--- config.mk ---
export PLATFORM = sky130hd
export DESIGN_NAME = iterative_muldiv_unit
export DESIGN_NICKNAME = d
export VERILOG_FILES = /design/src/rtl/iterative_muldiv_unit.sv
export SDC_FILE = /design/constraint.sdc
export NUM_CORES = 1
export LEC_CHECK = 0
export ABC_CLOCK_PERIOD_IN_PS = 6680
export CAP_MARGIN = 20
export CORE_UTILIZATION = 61
export DETAILED_ROUTE_END_ITERATION = 8
export PLACE_DENSITY = 0.82
export SLEW_MARGIN = 20
export SYNTH_ARGS = -nofsm -noshare
export SYNTH_HDL_FRONTEND = slang
export SYNTH_SLANG_ARGS = --single-unit
--- constraint.sdc ---
create_clock -name clk -period 6.68 [get_ports clk]
set_input_delay 1.336 -clock clk [delete_from_list [all_inputs] [get_ports clk]]
set_output_delay 1.336 -clock clk [all_outputs]
set_load 0.02 [all_outputs]
--- src/rtl/iterative_muldiv_unit.sv ---
// Multi-cycle RV32M unit: radix-2 shift-add multiply and restoring divide on
// operand magnitudes, with sign fix-up and a single-cycle done pulse.
module iterative_muldiv_unit #(
  parameter int unsigned XLEN = 32
) (
  input  logic            clk,
  input  logic            reset,
  input  logic            start,
  input  logic            kill,
  input  logic [2:0]      funct3,
  input  logic [XLEN-1:0] rs1,
  input  logic [XLEN-1:0] rs2,
  output logic            busy,
  output logic            done,
  output logic [XLEN-1:0] result
);

  localparam int unsigned CW = $clog2(XLEN) + 1;

  typedef enum logic [2:0] {S_IDLE, S_MUL, S_DIV, S_FIXUP, S_DONE} state_t;

  state_t            state, state_nxt;
  logic [CW-1:0]     count;
  logic [2:0]        op;
  logic              sign_a, sign_b;
  logic [XLEN-1:0]   opnd;
  logic [2*XLEN-1:0] acc;

  logic              accept, last_step;
  logic              a_signed, b_signed, sa_in, sb_in;
  logic [XLEN-1:0]   a_mag, b_mag;
  logic              div_zero, div_ovf, fast;
  logic [XLEN-1:0]   fast_res;
  logic [XLEN:0]     mul_sum, rem_sh, div_diff;
  logic [2*XLEN-1:0] mul_next, div_next, prod_fix;
  logic [XLEN-1:0]   quot_fix, rem_fix, fix_res;

  // Operand decode and the divide special cases resolved at acceptance
  always_comb begin
    a_signed = 1'b0;
    b_signed = 1'b0;
    case (funct3)
      3'b001, 3'b100, 3'b110: begin a_signed = 1'b1; b_signed = 1'b1; end
      3'b010:                 a_signed = 1'b1;
      default: ;
    endcase
    sa_in    = a_signed & rs1[XLEN-1];
    sb_in    = b_signed & rs2[XLEN-1];
    a_mag    = sa_in ? -rs1 : rs1;
    b_mag    = sb_in ? -rs2 : rs2;
    div_zero = (rs2 == '0);
    div_ovf  = (funct3 == 3'b100 || funct3 == 3'b110) &&
               (rs1 == {1'b1, {(XLEN-1){1'b0}}}) && (rs2 == '1);
    fast     = funct3[2] & (div_zero | div_ovf);
    if (div_zero) fast_res = funct3[1] ? rs1 : '1;
    else          fast_res = funct3[1] ? '0 : rs1;
    accept    = (state == S_IDLE) && start && !kill;
    last_step = (count == CW'(XLEN-1));
  end

  // acc holds {partial product, multiplier} or {remainder, dividend/quotient}
  always_comb begin
    mul_sum  = {1'b0, acc[2*XLEN-1:XLEN]} + (acc[0] ? {1'b0, opnd} : '0);
    mul_next = {mul_sum, acc[XLEN-1:1]};
    rem_sh   = acc[2*XLEN-1:XLEN-1];
    div_diff = rem_sh - {1'b0, opnd};
    div_next = {(div_diff[XLEN] ? rem_sh[XLEN-1:0] : div_diff[XLEN-1:0]),
                acc[XLEN-2:0], ~div_diff[XLEN]};
    prod_fix = (sign_a ^ sign_b) ? -acc : acc;
    quot_fix = (sign_a ^ sign_b) ? -acc[XLEN-1:0] : acc[XLEN-1:0];
    rem_fix  = sign_a ? -acc[2*XLEN-1:XLEN] : acc[2*XLEN-1:XLEN];
    if (op[2])              fix_res = op[1] ? rem_fix : quot_fix;
    else if (op[1:0] == '0) fix_res = prod_fix[XLEN-1:0];
    else                    fix_res = prod_fix[2*XLEN-1:XLEN];
  end

  always_ff @(posedge clk or posedge reset) begin
    if (reset) state <= S_IDLE;
    else       state <= state_nxt;
  end

  always_comb begin
    state_nxt = state;
    case (state)
      S_IDLE:  if (accept) state_nxt = fast ? S_DONE : (funct3[2] ? S_DIV : S_MUL);
      S_MUL:   if (last_step) state_nxt = S_FIXUP;
      S_DIV:   if (last_step) state_nxt = S_FIXUP;
      S_FIXUP: state_nxt = S_DONE;
      S_DONE:  state_nxt = S_IDLE;
      default: state_nxt = S_IDLE;
    endcase
    if (kill) state_nxt = S_IDLE;
    busy = (state != S_IDLE);
    done = (state == S_DONE);
  end

  always_ff @(posedge clk or posedge reset) begin
    if (reset) begin
      count  <= '0;
      op     <= '0;
      sign_a <= 1'b0;
      sign_b <= 1'b0;
      opnd   <= '0;
      acc    <= '0;
      result <= '0;
    end else begin
      case (state)
        S_IDLE: if (accept) begin
          op     <= funct3;
          sign_a <= sa_in;
          sign_b <= sb_in;
          count  <= '0;
          opnd   <= funct3[2] ? b_mag : a_mag;
          acc    <= {{XLEN{1'b0}}, (funct3[2] ? a_mag : b_mag)};
          if (fast) result <= fast_res;
        end
        S_MUL: begin
          acc   <= mul_next;
          count <= count + CW'(1);
        end
        S_DIV: begin
          acc   <= div_next;
          count <= count + CW'(1);
        end
        S_FIXUP: if (!kill) result <= fix_res;
        default: ;
      endcase
    end
  end

endmodule

# Word-level counts from Yosys, hierarchy flattened
# Index checks and enable logic that the tools add are counted.
# W data, S select, Z words.
[totals] romBits=0 latchBits=0 output_inout_bits=34 in_bits=71 elab_cells=90 mem_count=0 register_bits=142 ramBits=0
[classes] n_bitwise=6 eq_ne=16 div_mod_pow=0 order_cmp=0 mul=0 addsub=8 muxes=31 n_shift=0 n_reduce_logical=21
[op_table] op="$mux W32" n=17
[op_table] op="$pmux W64 S3" n=1
[op_table] op="$mux W64" n=2
[op_table] op="$neg A32 Y32" n=4
[op_table] op="$eq A32 B32 Y1 const B" n=2
[op_table] op="$neg A64 Y64" n=1
[op_table] op="$pmux W32 S2" n=1
[op_table] op="$add A32 B32 Y33" n=1
[op_table] op="$sub A33 B32 Y33" n=1
[op_table] op="$logic_not A32 Y1" n=1
[op_table] op="$mux W3" n=4
[op_table] op="$pmux W6 S2" n=1
[op_table] op="$eq A3 B2 Y1 const B" n=3
[op_table] op="$eq A3 B3 Y1 const B" n=3
[op_table] op="$pmux W3 S3" n=1
[op_table] op="$reduce_and A2 Y1" n=4
[op_table] op="$add A6 B1 Y6 const B" n=1
[op_table] op="$eq A3 B1 Y1 const B" n=2
[op_table] op="$eq A6 B5 Y1 const B" n=1
[op_table] op="$mux W6" n=1
[op_table] op="$ne A2 B2 Y1 const B" n=3
[op_table] op="$reduce_bool A3 Y1" n=2
[op_table] op="$logic_and A1 B1 Y1" n=4
[op_table] op="$reduce_and A4 Y1" n=1
[op_table] op="16 further kinds" n=20

# Depth between registers and ports, before layout
# Gate-level depths: netlist of run 1.
[depth] ltp_word=10 ltp_mapped=14

# Least setup slack after synthesis of run 1
# OpenSTA, ideal clock, no wires.
[synth_timing] path_kind="input -> register" startpoint="in rs1[8]" endpoint="reg result[28]" required_time_ns=6.555 path_buffers=1 cell_stages=9 setup_slack_ns=2.891 setup_ns=0.125 arrival_time_ns=3.665 path_cell_list="or4_4 or4b_4 nor4_4 nand2_1 nor2_1 nor2_1 o21ai_4 buf_4 mux2_2"
[synth_between] elab_chain_len=7
[synth_lines] item="start, declared" line="11" text="input logic [XLEN-1:0] rs1,"
[synth_lines] item="$eq A32 B32 Y1" line="53" text="(rs1 == {1'b1, {(XLEN-1){1'b0}}}) && (rs2 == '1);"
[synth_lines] item="$logic_and A1 B1 Y1" line="52" text="div_ovf = (funct3 == 3'b100 || funct3 == 3'b110) &&"
[synth_lines] item="$logic_and A1 B1 Y1" line="53"
[synth_lines] item="$or A1 B1 Y1" line="54" text="fast = funct3[2] & (div_zero | div_ovf);"
[synth_lines] item="$and A1 B1 Y1" line="54"
[synth_lines] item="$ne A2 B2 Y1 (no source line)"
[synth_lines] item="$reduce_and A4 Y1 (no source line)"
[synth_lines] item="end signal, assigned" line="115" text="if (fast) result <= fast_res;"
[synth_lines] item="end signal, assigned" line="125" text="S_FIXUP: if (!kill) result <= fix_res;"
[synth_lines] item="end, declared" line="15" text="output logic [XLEN-1:0] result"
# Every way passes these cells.
# A chain may end at the register's enable or synchronous reset.

# Worst setup path in the final report of run 1
[layout_timing] startpoint="in rs1[2]" endpoint="reg result[3]"
# The elaborated chain is that of the path after synthesis.

==> reports/qor.yml, run 1 <==
status: "finished, violations left"
violations: "design-rule violations"
path_max_fanout: 31
rows: 57
use_met2_pct: 65.9
tightestPinTransition_ns: 1.16
maxCapViolCount: 0
crit_path_end_kind: "flip-flop"
dr.pass1.iters: 9
track_usage_pct: 43.5
multiInputGateArea_sq_mm: 0.0107
syn_nets: 2190
post_cts_buffers: 0
arrival_ns: 5.15
layout.nets: 2195
ys_warn_count: 0
syn_inst: 2047
start_kind: "input port"
critPathSlowestCell: "o21ai_4"
route.vias.total: 16400
fillers: 2061
h-tree-depth: 4
root_buffer: "clkbuf_16"
synth_adder_area_share_pct: 6.07
muxShareOfSynthArea_pct: 2.24
p_leak_uw: 0.00696
drive_gt1_share_pct: 5.42
worstSetupPathDepth: 11
clk_latency_ns: 0.45
setup_viol: 0
register_area_sq_mm: 0.00355
cts.path.max_buffers: 2
tns_ns: 0
drtAntennaViolNets: 0
max_freq_mhz: 208
place_area_sq_mm: 0.0162
initial_core_util_pct: 62.0
slowest_delay_ns: 0.69
cts_resized: 0
async_flop_share_pct: 100
synth_top_family_by_area: "compound AO/OA/AOI/OAI gates"
vdd_drop_max_mv: 0.411
fp.dieArea_sq_mm: 0.0254
final_area_sq_mm: 0.0168
synthSimpleGateAreaFrac_pct: 21.9
cts_num_sinks: 142
synth_edf_count: 0
timing.final.crit_share_pct: 71.9
final_common_cell: "nor2_1"
drv_slew: 0
use_met3_pct: 9.14
die_height_um: 159
area.growth.synth_to_final_pct: 11.2
use_met1_pct: 58.7
ys_seq_elements: 142
dominantRegCellSynth: "dfrtp_1"
grt_pass1_vias: 15000
min_delay_path_depth: 2
mostFrequentLayoutCells: "264 x nor2_1, 221 x nand2_1, 194 x a21oi_1"
drcViolationCount: 2
path_buf_inv: 2
via_per_inst: 6.87
place_congestion: 1.02
numPortBuffers: 104
synth_xor_area_share_pct: 11.2
core-area_sq_mm: 0.0243
die_w_um: 159
cts_tree: "yes"
relSlewSlack_pct: 22.7
worstRegToRegCells: 11
grt_max_degree: 100
ys_seq_area_share_pct: 23.6
grt-ovfl-total: 0
rsz0062_at_grt: "no"
path_clk_slew_ns: 0.07
hold_buffers: 0
pin_count: 105
synth_compound_area_share_pct: 29.6
min_period_ns: 4.80
synth.distinct_cells: 83
hold_path_class: "reg -> reg"
cp_common_cell: "nor2_1"
pwr_density_cell_mw_per_mm2: 521
syn_area_sq_mm: 0.0151
hold_viol: 0
routedWlPerCell_um: 23.4
hpwl_um: 41700
grt.busiest_layer: "met2"
required_ns: 7.02
routed_wl_um: 55800
avgSynthCellArea_sq_um: 7.37
cts_buffers: 17
grt_pass1_wl_um: 85700
crit_chain: "clkdlybuf4s50_1 -> nor4_1 -> nand3_1 -> nor4_4 -> nand2_1 -> nor2_1 -> nor2_1 -> o21ai_4 -> buf_4 -> nor2_1 -> a211oi_1"
critPathKind: "in -> reg"
drtIter0Drc: 2570
antenna_found_initial: 1
critical_path.top_delay_family: "simple AND/OR/NAND/NOR gates"
clock_skew_ns: 0.0166
logic make-up (layout without fill, tap and decap cells):
kind of cell,after synthesis,in the layout
fa+ha+maj,72,72
mux,32,32
simple gates,706,706
flops,142,142
other cells,0,1
compound gates,694,694
xor+xnor,193,193
buf+inv,208,226
final timing paths:
check                          from         end  slack [ns]
setup / recovery             rs1[2]   result[3]        1.88
hold / removal             opnd[31]    opnd[31]        0.49
setup reg to reg             acc[0]  result[22]        2.02
hold reg to reg            opnd[31]    opnd[31]        0.49
max in group asynchronous     reset     opnd[6]        4.01
min in group asynchronous     reset  result[11]        1.45
final cells by class:
class                      instances  share of cell area, %
multi-input combinational       1697                   64.1
clock buffer                      19                   2.64
antenna                            1                 0.0149
sequential                       142                   21.2
timing repair buffer             127                   7.21
inverter                          67                   1.53
tap                              324                   2.42
clock inverter                    13                  0.910
worst register-to-register path, cell delays in order, from the launching register on:
cell and delay, ns:
dfrtp_1 0.53, inv_1 0.86, ha_1 0.31, nor3b_1 0.51
nand2_1 0.25, nor3_1 0.19, nor2_1 0.18, a21oi_1 0.29
xnor2_1 0.11, a222oi_1 0.89, a21oi_1 0.16, mux2_2 0.29
where the power goes:
group | switching [uW] | total [uW] | internal (uW)
Sequential | 664 | 1900 | 1230
Combinational | 3580 | 5810 | 2240
Clock | 446 | 1020 | 570
metrics by stage:
step	instances	util (%)	hold slack [ns]	total power [uW]	setup slack [ns]
global placement	2357	66.5	0.466	7350	1.70
global route	2389	68.9	0.498	9250	1.66
floorplan	2047	-	0.450	5820	1.53
detailed placement	2357	66.5	0.471	7480	1.59
CTS	2389	68.9	0.486	8520	2.01
finish	2390	68.9	0.487	8730	1.88
cell usage after synthesis (32+ instances only):
cell,number,share of area (%)
a211oi_1,53,2.6
a21o_1,42,2.1
a21oi_1,194,6.4
clkbuf_1,111,2.8
dfrtp_1,142,24
ha_1,70,5.8
inv_1,67,1.7
nand2_1,221,5.5
nor2_1,265,6.6
nor3_1,32,1.1
o21ai_0,171,5.7
xnor2_1,101,5.9
xor2_1,92,5.3
metal layers:
layer / share of wire, % / up-vias
met5: 0.023 / -
met1: 40 / 7740
li1: - / 7416
met3: 11 / 198
met2: 43 / 1057
met4: 5.3 / 2
sequential cells by signal, summed over array words and instances (netlist names):
name and flops:
state 3, opnd 32, result 32, sign_b 1, count 6, op 3
acc 64, sign_a 1
Note: power is estimated with default switching activity, not from simulation.
==> inputs of run 2 (changes only) <==
--- a/config.mk
+++ b/config.mk
@@ -5,11 +5,11 @@
 export SDC_FILE = /design/constraint.sdc
 export NUM_CORES = 1
 export LEC_CHECK = 0
-export ABC_CLOCK_PERIOD_IN_PS = 6680
+export ABC_CLOCK_PERIOD_IN_PS = 4100
 export CAP_MARGIN = 20
-export CORE_UTILIZATION = 61
+export CORE_UTILIZATION = 55
 export DETAILED_ROUTE_END_ITERATION = 8
-export PLACE_DENSITY = 0.82
+export PLACE_DENSITY = 0.78
 export SLEW_MARGIN = 20
 export SYNTH_ARGS = -nofsm -noshare
 export SYNTH_HDL_FRONTEND = slang
==> constraint.sdc (replaced) <==
create_clock -name clk -period 4.1 [get_ports clk]
set_input_delay 0.82 -clock clk [delete_from_list [all_inputs] [get_ports clk]]
set_output_delay 0.82 -clock clk [all_outputs]
set_load 0.02 [all_outputs]
==> run 2 against run 1 <==
- the run now ends clean
- critical path depth up 1
- sequential power up 53%
- non-clock buffer count up 64
- critical endpoint is now result[28]
- global-route usage down 3.3 points
- utilization down 4.6 points
- via count up 1.3%
- cell count up 3.4%
- worst setup slack worse by 1.6 ns
==> reports/qor.yml, run 2 (synthesis results as in run 1) <==
status: "finished, final reports clean"
grt_pass1_wl_um: 87000  # +1.5%
route.vias.total: 16600  # +1.3%
routedWlPerCell_um: 23.0  # -1.6%
min_delay_path_depth: 2  # unchanged
crit_path_end_kind: "flip-flop"
drv_slew: 0  # unchanged
drtAntennaViolNets: 0  # unchanged
dr.pass1.iters: 7  # -2
critPathKind: "reg -> reg"
r2r_end: "result[28]"
tns_ns: 0  # unchanged
min_period_ns: 3.86
whs_ns: 0.480  # -0.00695 ns
cts.path.max_buffers: 2  # unchanged
p_leak_uw: 0.00730  # +4.8%
rows: 60  # +5.3%
largest_registers: "acc: 64 flops, opnd: 32 flops, result: 32 flops"
vdd_drop_max_mv: 0.949  # +130%
comb_power_share_pct: 68.6  # +2.0 points
fillers: 2383  # +16%
hold_buffers: 0  # unchanged
clk_latency_ns: 0.45  # about the same
utilization_pct: 64.3  # -4.6 points
hold_viol: 0  # unchanged
worstRegToRegCells: 12  # +1
largest_reg_flops: 64  # unchanged
via_per_inst: 6.73  # -2.1%
cts_buffers: 17  # unchanged
maxCapViolCount: 0  # unchanged
root_buffer: "clkbuf_16"
rsz0062_at_grt: "no"
routed_wl_um: 56800  # +1.7%
place_congestion: 1.00  # -2.0%
setup_viol: 0  # unchanged
start_kind: "flip-flop"
cts_tree: "yes"
crit_start: "acc[32]"
die_w_um: 168  # +5.2%
required_ns: 4.43  # -2.59 ns
hold_path_class: "reg -> reg"
hold_start: "opnd[12]"
swShare_pct: 52.6  # -1.1 points
drcViolationCount: 0  # -2
clock_power_share_pct: 11.3  # -0.3 points
max_freq_mhz: 259
antenna_found_initial: 1  # unchanged
relSlewSlack_pct: 23.8  # +1.1 points
initial_core_util_pct: 56.0  # -6.1 points
fp.dieArea_sq_mm: 0.0281  # +11%
post_cts_buffers: 0  # unchanged
final_common_cell: "nor2_1"
drive_gt1_share_pct: 8.31  # +2.9 points
hold_end: "opnd[12]"
internal-power_uw: 6840  # +69%
grt-ovfl-total: 0  # unchanged
pwr-share-seq_pct: 20.1  # -1.7 points
core-area_sq_mm: 0.0270  # +11%
timing.final.crit_share_pct: 94.2
area.growth.synth_to_final_pct: 15.0
mostFrequentLayoutCells: "264 x nor2_1, 221 x nand2_1, 194 x a21oi_1"
clock_skew_ns: 0.0132  # -0.00338 ns
path_clk_slew_ns: 0.07  # about the same
numPortBuffers: 104  # unchanged
cts_num_sinks: 142  # unchanged
grt_pass1_vias: 15300  # +1.8%
pwr_density_cell_mw_per_mm2: 832  # +60%
hpwl_um: 43200  # +3.7%
die_height_um: 168  # +5.2%
pin_count: 105  # unchanged
tightestPinTransition_ns: 1.14  # -0.0166 ns
cts_resized: 0  # unchanged
switchingPower_uw: 7590  # +62%
r2r-start: "acc[32]"
grt_max_degree: 65  # -35%
layout.nets: 2259  # +2.9%
track_usage_pct: 40.2  # -3.3 points
path_max_fanout: 8  # -74%
max_flop_register: "acc"
arrival_ns: 4.20  # -0.95 ns
h-tree-depth: 4  # unchanged
drtIter0Drc: 2396  # -6.8%
reg2reg_slack_ns: 0.24  # -1.78 ns
## run 2: cell count changes in the layout (fill, tap and decap cells not counted)
cell,change
clkinv_4,+3
buf_4,+58
buf_12,+6
inv_6,-3
clkbuf_1,-1
clkinvlp_4,+1
inv_8,-1
clkinv_2,+1
## run 2: cell type report
type                            count  area [sq um]  area share [%]
Multi-Input combinational cell   1697         10700            62.0
Sequential cell                   142          3550            20.5
Timing Repair Buffer              191          1760            10.2
Clock buffer                       18           439            2.53
Tap cell                          341           427            2.46
Inverter                           67           255            1.47
Clock inverter                     14           155           0.895
Antenna cell                        1          2.50          0.0144
## run 2: layer usage
layer | global-route usage [%] | wire length (um) | vias up | part of all wire [%]
met5 | 0 | 0 | - | 0
met4 | 21.8 | 3180 | 0 | 5.6
met3 | 10.2 | 6330 | 195 | 11
met2 | 61.7 | 24800 | 993 | 44
met1 | 51.9 | 22500 | 7872 | 40
li1 | - | - | 7560 | -
## run 2: how the worst max path moves through the flow
stage                       to  depth (start not counted)
floorplan           result[28]                          9
global placement       acc[27]                         10
detailed placement     acc[27]                         10
CTS                    acc[57]                         14
global route        result[28]                         12
finish              result[28]                         12
## run 2: power by group through the flow
stage / Combinational (uW) / Clock [uW] / Sequential, uW
after floorplan: 6840 / 0 / 2630
after global placement: 9480 / 0 / 2860
after detailed placement: 9640 / 0 / 2880
after CTS: 9690 / 1630 / 2850
after global routing: 10700 / 1680 / 2960
final: 9900 / 1630 / 2900
## run 2: worst max-delay path, cell delays in order (launching register included)
cell and delay, ns:
dfrtp_1 0.48, inv_1 0.25, ha_1 0.28, nor4b_1 0.56, nand3_1 0.33, nor4_1 0.28
buf_4 0.18, nand2_1 0.08, o21ai_1 0.21, xnor2_1 0.09, a222oi_1 0.56, a21oi_1 0.15
mux2_2 0.29
## run 2: per-stage QoR
stage,power (uW),setup slack [ns],cell area [sq um],cells
after floorplan,9480,0.827,15100,2047
after global placement,12300,0.251,16700,2438
after detailed placement,12500,0.147,16700,2438
after CTS,14200,0.309,17300,2470
after global routing,15400,0.0888,17300,2470
final,14400,0.237,17300,2471
